File: src/rtl/n1_pbus_pkg.sv
// Shared types for the N1 program bus sequencer: FSM states, response priority and counter width.
// The state encoding doubles as the value of the state probe output.
package n1_pbus_pkg;

  localparam int unsigned CntW = 8;

  typedef logic [CntW-1:0] cnt_t;

  typedef enum logic [1:0] {
    StIdle = 2'd0,
    StReq  = 2'd1,
    StWait = 2'd2,
    StErr  = 2'd3
  } seq_state_e;

  typedef enum logic [1:0] {
    RspNone = 2'd0,
    RspAck  = 2'd1,
    RspRty  = 2'd2,
    RspErr  = 2'd3
  } rsp_e;

  // Bus termination priority: err beats rty beats ack.
  function automatic rsp_e rsp_decode(input logic err, input logic rty, input logic ack);
    if (err) begin
      return RspErr;
    end else if (rty) begin
      return RspRty;
    end else if (ack) begin
      return RspAck;
    end
    return RspNone;
  endfunction

endpackage

File: src/rtl/n1_pbus_seq_cnt.sv
// Loadable saturating counter with synchronous clear and equality compare.
// Used for both the retry count and the WAIT timeout.
module n1_pbus_seq_cnt
  import n1_pbus_pkg::*;
(
  input  logic clk_i,
  input  logic sync_rst_i,
  input  logic clr_i,
  input  logic load_i,
  input  cnt_t load_val_i,
  input  logic inc_i,
  input  cnt_t cmp_val_i,
  output cnt_t cnt_o,
  output logic eq_o
);

  cnt_t r_cnt;

  always_ff @(posedge clk_i) begin
    if (sync_rst_i || clr_i) begin
      r_cnt <= '0;
    end else if (load_i) begin
      r_cnt <= load_val_i;
    end else if (inc_i && (r_cnt != '1)) begin
      r_cnt <= r_cnt + cnt_t'(1);
    end
  end

  assign cnt_o = r_cnt;
  assign eq_o  = (r_cnt == cmp_val_i);

endmodule

File: src/rtl/n1_pbus_seq.sv
// Program bus sequencer: pipelined Wishbone read master with stall, retry, error and timeout,
// steering the program AGU address register and strobing fetched words to the IR.
module n1_pbus_seq
  import n1_pbus_pkg::*;
#(
  parameter int unsigned RTY_MAX    = 3,
  parameter logic [7:0]  TMO_CYCLES = 8'd255
) (
  input  logic        clk_i,
  input  logic        sync_rst_i,
  output logic        pbus_cyc_o,
  output logic        pbus_stb_o,
  output logic        pbus_we_o,
  input  logic        pbus_ack_i,
  input  logic        pbus_stall_i,
  input  logic        pbus_err_i,
  input  logic        pbus_rty_i,
  input  logic [15:0] pbus_dat_i,
  input  logic        ir2seq_fetch_req_i,
  output logic        seq2ir_rdy_o,
  output logic [15:0] seq2ir_dat_o,
  output logic        seq2fc_busy_o,
  output logic        seq2pagu_areg_hold_o,
  output logic        seq2pagu_areg_sel_o,
  output logic        seq_err_o,
  input  logic        seq_err_clr_i,
  output logic [1:0]  prb_seq_state_o,
  output logic [7:0]  prb_seq_rty_cnt_o
);

  localparam cnt_t RtyMax  = cnt_t'(RTY_MAX);
  localparam cnt_t TmoLast = TMO_CYCLES - 8'd1;
  localparam logic TmoEn   = (TMO_CYCLES != 8'd0);

  seq_state_e  r_state;
  seq_state_e  w_state_d;
  logic        r_rdy;
  logic [15:0] r_dat;

  logic w_rsp_vld;
  rsp_e w_rsp;
  cnt_t w_rty_cnt;
  cnt_t w_tmo_cnt;
  logic w_rty_max;
  logic w_tmo_hit;
  logic w_rty_inc;
  logic w_rty_clr;
  logic w_tmo_inc;
  logic w_tmo_clr;
  logic w_hold;
  logic w_sel;

  // Responses only count once the strobe has been accepted.
  assign w_rsp_vld = ((r_state == StReq) && !pbus_stall_i) || (r_state == StWait);
  assign w_rsp     = w_rsp_vld ? rsp_decode(pbus_err_i, pbus_rty_i, pbus_ack_i) : RspNone;

  always_comb begin
    w_state_d = r_state;
    w_rty_inc = 1'b0;
    w_rty_clr = 1'b0;
    w_tmo_inc = 1'b0;
    w_hold    = 1'b1;
    w_sel     = 1'b0;
    unique case (r_state)
      StIdle: begin
        w_hold = 1'b0;
        if (ir2seq_fetch_req_i) begin
          w_state_d = StReq;
        end
      end
      StReq, StWait: begin
        unique case (w_rsp)
          RspErr: w_state_d = StErr;
          RspRty: begin
            if (w_rty_max) begin
              w_state_d = StErr;
            end else begin
              // Reload the previous address for the retried fetch.
              w_state_d = StReq;
              w_rty_inc = 1'b1;
              w_hold    = 1'b0;
              w_sel     = 1'b1;
            end
          end
          RspAck: begin
            w_rty_clr = 1'b1;
            if (ir2seq_fetch_req_i) begin
              w_state_d = StReq;
              w_hold    = 1'b0;
            end else begin
              w_state_d = StIdle;
            end
          end
          RspNone: begin
            if (r_state == StReq) begin
              if (!pbus_stall_i) begin
                w_state_d = StWait;
              end
            end else if (TmoEn && w_tmo_hit) begin
              w_state_d = StErr;
            end else begin
              w_tmo_inc = 1'b1;
            end
          end
        endcase
      end
      StErr: begin
        if (seq_err_clr_i) begin
          w_state_d = StIdle;
          w_rty_clr = 1'b1;
        end
      end
    endcase
  end

  assign w_tmo_clr = (w_state_d != r_state);

  n1_pbus_seq_cnt u_rty_cnt (
    .clk_i      (clk_i),
    .sync_rst_i (sync_rst_i),
    .clr_i      (w_rty_clr),
    .load_i     (1'b0),
    .load_val_i ('0),
    .inc_i      (w_rty_inc),
    .cmp_val_i  (RtyMax),
    .cnt_o      (w_rty_cnt),
    .eq_o       (w_rty_max)
  );

  n1_pbus_seq_cnt u_tmo_cnt (
    .clk_i      (clk_i),
    .sync_rst_i (sync_rst_i),
    .clr_i      (w_tmo_clr),
    .load_i     (1'b0),
    .load_val_i ('0),
    .inc_i      (w_tmo_inc),
    .cmp_val_i  (TmoLast),
    .cnt_o      (w_tmo_cnt),
    .eq_o       (w_tmo_hit)
  );

  always_ff @(posedge clk_i) begin
    if (sync_rst_i) begin
      r_state <= StIdle;
      r_rdy   <= 1'b0;
      r_dat   <= '0;
    end else begin
      r_state <= w_state_d;
      r_rdy   <= (w_rsp == RspAck);
      if (w_rsp == RspAck) begin
        r_dat <= pbus_dat_i;
      end
    end
  end

  assign pbus_cyc_o           = (r_state == StReq) || (r_state == StWait);
  assign pbus_stb_o           = (r_state == StReq);
  assign pbus_we_o            = 1'b0;
  assign seq2ir_rdy_o         = r_rdy;
  assign seq2ir_dat_o         = r_dat;
  assign seq2fc_busy_o        = pbus_cyc_o;
  assign seq2pagu_areg_hold_o = w_hold;
  assign seq2pagu_areg_sel_o  = w_sel;
  assign seq_err_o            = (r_state == StErr);
  assign prb_seq_state_o      = r_state;
  assign prb_seq_rty_cnt_o    = w_rty_cnt;

endmodule
File: config.mk
export PLATFORM = sky130hd
export DESIGN_NAME = n1_pbus_seq
export DESIGN_NICKNAME = d
export VERILOG_FILES = /design/src/rtl/n1_pbus_pkg.sv /design/src/rtl/n1_pbus_seq_cnt.sv /design/src/rtl/n1_pbus_seq.sv
export SDC_FILE = /design/constraint.sdc
export NUM_CORES = 1
export LEC_CHECK = 0
export CAP_MARGIN = 15
export CORE_ASPECT_RATIO = 0.6
export CORE_MARGIN = 2
export CORE_UTILIZATION = 49
export CTS_BUF_LIST = sky130_fd_sc_hd__clkbuf_4 sky130_fd_sc_hd__clkbuf_8
export DETAILED_ROUTE_END_ITERATION = 6
export PLACE_DENSITY_LB_ADDON = 0.05
export SETUP_SLACK_MARGIN = 0.2
export SKIP_LAST_GASP = 1
export SYNTH_ARGS = -nofsm -noshare
export SYNTH_HDL_FRONTEND = slang
export SYNTH_SLANG_ARGS = --single-unit
File: constraint.sdc
create_clock -name clk_i -period 3 [get_ports clk_i]
set_input_delay 0.3 -clock clk_i [delete_from_list [all_inputs] [get_ports clk_i]]
set_output_delay 0.3 -clock clk_i [all_outputs]
set_load 0.01 [all_outputs]
==> results.md, run 1 <==
- Final period utilization: 0.8928
- Synthesized net count: 248
- Total area of multi-input combinational cells: 1244 um2
- Number of remaining DRC errors: 0
- H-tree levels: 2
- Most repeated cell in the gate-level netlist after synthesis: sky130_fd_sc_hd__dfxtp_1
- Fraction of post-synthesis cell area in the top cell type by area: 0.3472
- Initial cell density of the core: 0.5006
- Number of buffers between clock root and the deepest sink: 2
- Post-DP HPWL: 3405 um
- Worst endpoint data arrival time: 2.83 ns
- Total vias in the final route: 1724
- Finish-stage setup viols: 0
- Mean area per synthesized cell: 9.520 um2
- Grt total ovfl: 0
- Switching Share: 0.2745
- Element type at the critical path end: register
- Worst Path Buf+Inv: 2
- Drt via density: 5.354
- CTS tree: done
- Crit Path Category: reg -> reg
- TritonCTS sink count: 35
- Count of flip-flops with a built-in enable after synthesis: 0
- Kind of cell adding the most delay to the critical path: compound AO/OA/AOI/OAI gates
- Final TNS setup: 0 ns
- Fillers: 339
- Horiz. Die Dim: 86.85 um
- Leading cell types by count after synthesis: sky130_fd_sc_hd__dfxtp_1, sky130_fd_sc_hd__nor2_1, sky130_fd_sc_hd__mux2i_1
- Number of top-level design ports: 58
- Pin count of the biggest net entering global routing: 21
- Peak supply drop: 0.2442 mV
- Routed length per instance: 14.42 um
- Internal Dissipation: 0.7585 mW
- Highest cell delay on the worst timing path: 0.40 ns
- Part of the power in combinational logic: 0.204
- Critical Path Start Type: register
- Status: finished, final reports clean
- Yosys warning count: 0
- Library cell occupying the most area in the post-synthesis netlist: sky130_fd_sc_hd__dfxtp_1
- Min Clock Period, post-route: 2.679 ns
- Max-cap check violation count: 0
- Die span in y: 53.71 um
- Number of hold-slack violations in the final timing report: 0
- Power after layout: 1.046 mW
- Clk root buf: sky130_fd_sc_hd__clkbuf_8
- Count of unique library cells instantiated by Yosys: 54
- Number of instances in the synthesized netlist: 212
- Diode insertion count for antenna repair: 0
- Setup repair after global routing missed its margin: no
- Total CTS buffers: 5
- Vias in the first global route: 1584
- Starting DRC count in detailed routing: 95
- Iteration count of the initial detailed-routing pass: 4
- CTS clock-pin slew for the worst setup and hold paths: 0.07 ns
- Power density over the cells: 381.1 nW/um2
- Share of the yosys chip area belonging to registers: 0.3472
- Sequential Power Share: 0.465
- Leading register cell type out of synthesis: sky130_fd_sc_hd__dfxtp_1
- Area of the die: 4665 um2
- Endpoint required time on the critical path: 3.15 ns
- Slowest library cell on the worst path: sky130_fd_sc_hd__dfxtp_4
- Synth-to-layout area growth: 35.96%
- Maximum clock frequency: 373.3 MHz
- Number of flip-flops and latches in the synthesized netlist: 35
- Final Skew: 0.005510 ns
- Final core utilization: 0.6806
- Nets@finish: 307
- Share of final-layout standard cells stronger than drive strength 1: 0.1691
- Number of max-slew violations in the final report: 0
- Worst hold margin: 0.4960 ns
- I/O Buffers: 56
- Crit Path Max Fanout: 8
- Leakage power figure: 0.9397 nW
- Post-Synthesis Cell Area: 2018 um2
- List of cells traversed by the critical path: clkinvlp_4 > ha_1 > o22ai_1 > inv_1 > ha_1 > a211o_1 > a21o_1 > o221a_2 > o21ai_4 > a211oi_1
- Std cell rows: 18
- Detailed-route wire length: 4643 um
- Async set-or-reset flop fraction in the synthesized netlist: 0
- Clk pwr share: 0.331
- All-layer global routing usage: 0.2122
- Global-route wire length before repair: 7541 um
- Placer's final routability congestion estimate: 0.7713
- CP most frequent cell: sky130_fd_sc_hd__ha_1
- Number of antenna violations at the first check in global routing: 0
- Cell Count, Final, Fillers Out: 322
- Class of the tightest hold or removal check: reg -> reg
- Detail Route Antenna Nets: 0
- Switching power total: 0.2870 mW
- Clock insertion delay at the later pin of the skew report: 0.29 ns
- Core ar.: 4031 um2
- Cell types with the largest area share after synthesis: sky130_fd_sc_hd__dfxtp_1, sky130_fd_sc_hd__mux2i_1, sky130_fd_sc_hd__ha_1, sky130_fd_sc_hd__nor2_1, sky130_fd_sc_hd__xnor2_1
- Flip-flop and latch area: 705.7 um2
- Placed insts: 312
==> power by group through the flow <==
stage,registers [mW],clock network (mW),logic [mW]
floorplan,0.499,0,0.120
global placement,0.495,0,0.206
detailed placement,0.495,0,0.207
CTS,0.485,0.352,0.209
global route,0.487,0.369,0.231
finish,0.486,0.346,0.213
==> flip-flops by register name, indices dropped and copies added (netlist names) <==
name             count
prb_seq_state_o      2
seq2ir_rdy_o         1
u_rty_cnt.cnt_o      8
seq2ir_dat_o        16
u_tmo_cnt.cnt_o      8
==> logic make-up after synthesis <==
| logic type | after synthesis | share of synthesized area |
|---|---|---|
| muxes | 17 | 0.08431 |
| xor gates and xnor gates | 10 | 0.04340 |
| adders and majority gates | 12 | 0.07439 |
| AOI/OAI and AO/OA | 40 | 0.1730 |
| other | 1 | 0.001858 |
| buffers and inverters | 19 | 0.04897 |
| and+or+nand+nor | 78 | 0.2269 |
| DFF | 35 | 0.3472 |
==> worst reg2reg max path: cells and delay by family (launching register included) <==
kind	cells	cell delay (ns)
AOI/OAI and AO/OA	6	1.44
adders and majority gates	2	0.45
buffers and inverters	2	0.25
DFF	1	0.40
==> placed cells by master, fill, tap and decap left out, types with 2 or more instances in the layout <==
cell,synthesis,final
sky130_fd_sc_hd__nand3_1,7,7
sky130_fd_sc_hd__a21oi_1,4,4
sky130_fd_sc_hd__nand3_2,2,2
sky130_fd_sc_hd__nor2b_1,5,4
sky130_fd_sc_hd__o21ai_0,4,4
sky130_fd_sc_hd__nand4_1,2,2
sky130_fd_sc_hd__nor2_1,30,30
sky130_fd_sc_hd__xor2_1,2,2
sky130_fd_sc_hd__clkinvlp_4,0,2
sky130_fd_sc_hd__buf_4,2,6
sky130_fd_sc_hd__nand2_1,10,10
sky130_fd_sc_hd__inv_2,0,2
sky130_fd_sc_hd__nor4_2,3,3
sky130_fd_sc_hd__xnor2_1,8,8
sky130_fd_sc_hd__a221oi_2,2,2
sky130_fd_sc_hd__or2_2,2,2
sky130_fd_sc_hd__dfxtp_1,35,33
sky130_fd_sc_hd__inv_1,9,6
sky130_fd_sc_hd__o21ai_1,2,2
sky130_fd_sc_hd__clkbuf_8,0,5
sky130_fd_sc_hd__nor3b_1,2,2
sky130_fd_sc_hd__o211ai_1,2,2
sky130_fd_sc_hd__mux2i_1,17,17
sky130_fd_sc_hd__nor3_2,2,2
sky130_fd_sc_hd__o22ai_1,2,2
sky130_fd_sc_hd__clkdlybuf4s50_1,0,56
sky130_fd_sc_hd__a211oi_1,8,8
sky130_fd_sc_hd__ha_1,12,10
sky130_fd_sc_hd__nor4_1,2,2
sky130_fd_sc_hd__o31ai_1,2,2
==> path summary, 6_finish.rpt <==
kind / slack (ns) / startpoint / to / depth (start not counted)
worst min register to register: 0.50 / seq2ir_dat_o[12] / seq2ir_dat_o[12] / 2
worst max-delay path: 0.32 / prb_seq_state_o[0] / u_tmo_cnt.cnt_o[6] / 10
worst max register to register: 0.32 / prb_seq_state_o[0] / u_tmo_cnt.cnt_o[6] / 10
worst min-delay path: 0.50 / seq2ir_dat_o[12] / seq2ir_dat_o[12] / 2
==> timing repair <==
action / in CTS / in global routing
pin swaps: 0 / 0
setup buffers: 0 / 2
hold buffers: 0 / 0
endpoints found under the setup margin: 2 / 2
gates resized for setup: 7 / 5
==> metrics by stage <==
| step | setup slack (ns) | instance area (um2) |
|---|---|---|
| after global placement | 0.2875 | 2606 |
| after detailed placement | 0.2195 | 2606 |
| after global routing | 0.1962 | 2744 |
| after floorplan | 0.2094 | 2018 |
| after CTS | 0.2160 | 2711 |
| final | 0.3215 | 2744 |
==> cell type report <==
cell class,instances,share of cell area
Sequential cell,35,0.2572
Tap cell,50,0.02280
Inverter,9,0.01368
Multi-Input combinational cell,158,0.4533
Clock buffer,6,0.02782
Timing Repair Buffer,62,0.2207
Clock inverter,2,0.004560
==> per-layer routing <==
layer / track usage / vias to the layer above / share of wire
met4: 0.05469 / 0 / 0.0090
met5: 0 / - / 0
met3: 0.06748 / 5 / 0.059
met2: 0.2850 / 46 / 0.38
li1: - / 863 / -
met1: 0.3209 / 810 / 0.55
Note: power is estimated with default switching activity, not from simulation.
==> run 2, diff against run 1 <==
CORE_UTILIZATION = 65   (was 49)
DONT_BUFFER_PORTS = 1   (was not set)
==> run 2 against run 1 <==
Combinational power shrank 33%; first-iteration DRC count decreased by 19%; via count decreased by 10%; largest power group unchanged.
==> results.md, run 2 (synthesis results as in run 1) <==
- Status: finished, final reports clean
- Crit Path Max Fanout: 8 (unchanged)
- Class of the tightest hold or removal check: in -> reg
- Most frequent cells in the layout: sky130_fd_sc_hd__dfxtp_1, sky130_fd_sc_hd__nor2_1, sky130_fd_sc_hd__mux2i_1
- Final TNS setup: 0 ns (unchanged)
- Global-route wire length before repair: 7003 um (-7.1%)
- Std cell rows: 15 (-3)
- Hold-critical path depth: 1 (-1)
- Grt total ovfl: 0 (unchanged)
- Nets@finish: 250 (-19%)
- Horiz. Die Dim: 75.94 um (-13%)
- Relative slew slack: 0.6031
- Number of hold-slack violations in the final timing report: 0 (unchanged)
- Clock insertion delay at the later pin of the skew report: 0.28 ns (about the same)
- Leakage power figure: 0.7529 nW (-20%)
- Worst endpoint data arrival time: 2.80 ns (-0.03 ns)
- All-layer global routing usage: 0.2585 (+0.04636)
- Number of antenna violations at the first check in global routing: 0 (unchanged)
- Total cell area at the placement stage: 2036 um2 (-22%)
- Register-to-Register Setup Slack: 0.34 ns (+0.02 ns)
- CTS hold repair buffers: 0 (unchanged)
- Slew of the pin with the lowest slew margin: 0.5914 ns
- Core ar.: 2909 um2 (-28%)
- Final core utilization: 0.7497 (+0.06904)
- Routing usage on met1: 0.3579 (+0.03703)
- Total vias in the final route: 1549 (-10%)
- Drt via density: 6.027 (+13%)
- Largest register FFs: 16 (unchanged)
- Post-DP HPWL: 3300 um (-3.1%)
- Most heavily used metal layer in global routing: met2
- Reg-to-Reg Start: prb_seq_state_o[1]
- Final period utilization: 0.8850 (-0.007788)
- Share of final-layout standard cells stronger than drive strength 1: 0.1907 (+0.02158)
- Post-layout instance area: 2181 um2 (-21%)
- Initial cell density of the core: 0.6938 (+0.1931)
- CTS tree: done
- TritonCTS sink count: 35 (unchanged)
- Destination of the worst register-to-register timing path: u_tmo_cnt.cnt_o[4]
- Worst hold margin: 0.08212 ns (-0.4139 ns)
- Power density over the cells: 482.5 nW/um2 (+27%)
- Peak supply drop: 0.3724 mV (+53%)
- Cell depth of the worst flop-to-flop path: 11 (+1)
- Number of buffers between clock root and the deepest sink: 2 (unchanged)
- Die span in y: 47.16 um (-12%)
- I/O Buffers: 0 (-100%)
- Critical Path Sink: u_tmo_cnt.cnt_o[4]
- Clk root buf: sky130_fd_sc_hd__clkbuf_8
- Min Clock Period, post-route: 2.655 ns (-0.02336 ns)
- Element type at the critical path end: register
- Iteration count of the initial detailed-routing pass: 4 (unchanged)
- Max-cap check violation count: 0 (unchanged)
- Pin count of the biggest net entering global routing: 21 (unchanged)
- H-tree levels: 2 (unchanged)
- Hold Startpoint: sync_rst_i
- Setup repair after global routing missed its margin: no
- GR Util met2: 0.3911 (+0.1061)
- Finish-stage setup viols: 0 (unchanged)
- Diode insertion count for antenna repair: 0 (unchanged)
- Placed insts: 248 (-21%)
- Synth-to-layout area growth: 8.059%
- CTS clock-pin slew for the worst setup and hold paths: 0.07 ns (about the same)
- Cell Count, Final, Fillers Out: 257 (-20%)
- Leading cell type in the layout, fill and taps excluded: sky130_fd_sc_hd__dfxtp_1
- Number of max-slew violations in the final report: 0 (unchanged)
- Crit Path Category: reg -> reg
- Endpoint required time on the critical path: 3.15 ns (about the same)
- Final Skew: 0.003587 ns (-0.001923 ns)
- Routed length per instance: 16.68 um (+16%)
- Worst setup path startpoint: prb_seq_state_o[1]
- Met3 Use GR: 0.08654 (+0.01905)
- Total CTS buffers: 5 (unchanged)
- Area of the die: 3581 um2 (-23%)
- Starting DRC count in detailed routing: 77 (-19%)
- Number of top-level design ports: 58 (unchanged)
- Maximum clock frequency: 376.6 MHz (+0.88%)
- Critical Path Start Type: register
- Vias in the first global route: 1467 (-7.4%)
- Detail Route Antenna Nets: 0 (unchanged)
- Placer's final routability congestion estimate: 0.8874 (+15%)
- Number of remaining DRC errors: 0 (unchanged)
- Detailed-route wire length: 4288 um (-7.6%)
## run 2: where the power goes
group	total [mW]	internal (mW)	switching (mW)	leakage (nW)
logic	0.143	0.0593	0.0839	0.411
clock network	0.418	0.247	0.170	0.0581
registers	0.492	0.476	0.0154	0.283
total	1.05	0.783	0.270	0.753
## run 2: critical path, cell delays in order (launching register included)
cell and delay, ns:
sky130_fd_sc_hd__dfxtp_1 0.36, sky130_fd_sc_hd__inv_2 0.08, sky130_fd_sc_hd__ha_4 0.18, sky130_fd_sc_hd__nor2b_2 0.16, sky130_fd_sc_hd__o22a_1 0.24, sky130_fd_sc_hd__buf_4 0.14
sky130_fd_sc_hd__ha_1 0.22, sky130_fd_sc_hd__a211o_1 0.28, sky130_fd_sc_hd__a21o_1 0.19, sky130_fd_sc_hd__o221a_2 0.28, sky130_fd_sc_hd__o21ai_4 0.24, sky130_fd_sc_hd__a211oi_1 0.12
## run 2: metal layers
layer	vias to the layer above	wire length, um
met5	-	0
met4	0	42
met3	7	342
met2	66	1796
met1	724	2106
li1	752	-
## run 2: cell type report
cell class | count | area [um2]
Inverter | 9 | 33.78
Clock inverter | 3 | 43.79
Timing Repair Buffer | 5 | 37.54
Multi-Input combinational cell | 158 | 1240
Tap cell | 42 | 52.55
Clock buffer | 5 | 68.82
Sequential cell | 35 | 704.4
Fill cell | 211 | 728.2
## run 2: repair_timing
action	4_1_cts	5_1_grt
cloned	0	0
gates resized for setup	1	6
pin swaps	0	3
setup endpoints to repair	8	9
buffers inserted	0	1
## run 2: worst min-delay path by stage
stage                                 end  slack (ns)
after floorplan           seq2ir_dat_o[0]        0.45
final                     seq2ir_dat_o[1]        0.08
after global routing      seq2ir_dat_o[3]        0.07
after CTS                    seq2ir_rdy_o        0.08
after detailed placement     seq2ir_rdy_o        0.38
after global placement    seq2ir_dat_o[2]        0.38
## run 2: per-stage QoR
step,worst slack [ns],total power [mW]
6_report,0.3449,1.052
5_1_grt,0.2278,1.093
4_1_cts,0.2096,1.048
3_5_place_dp,0.1820,0.6376
3_3_place_gp,0.3334,0.6317
2_1_floorplan,0.2094,0.6188
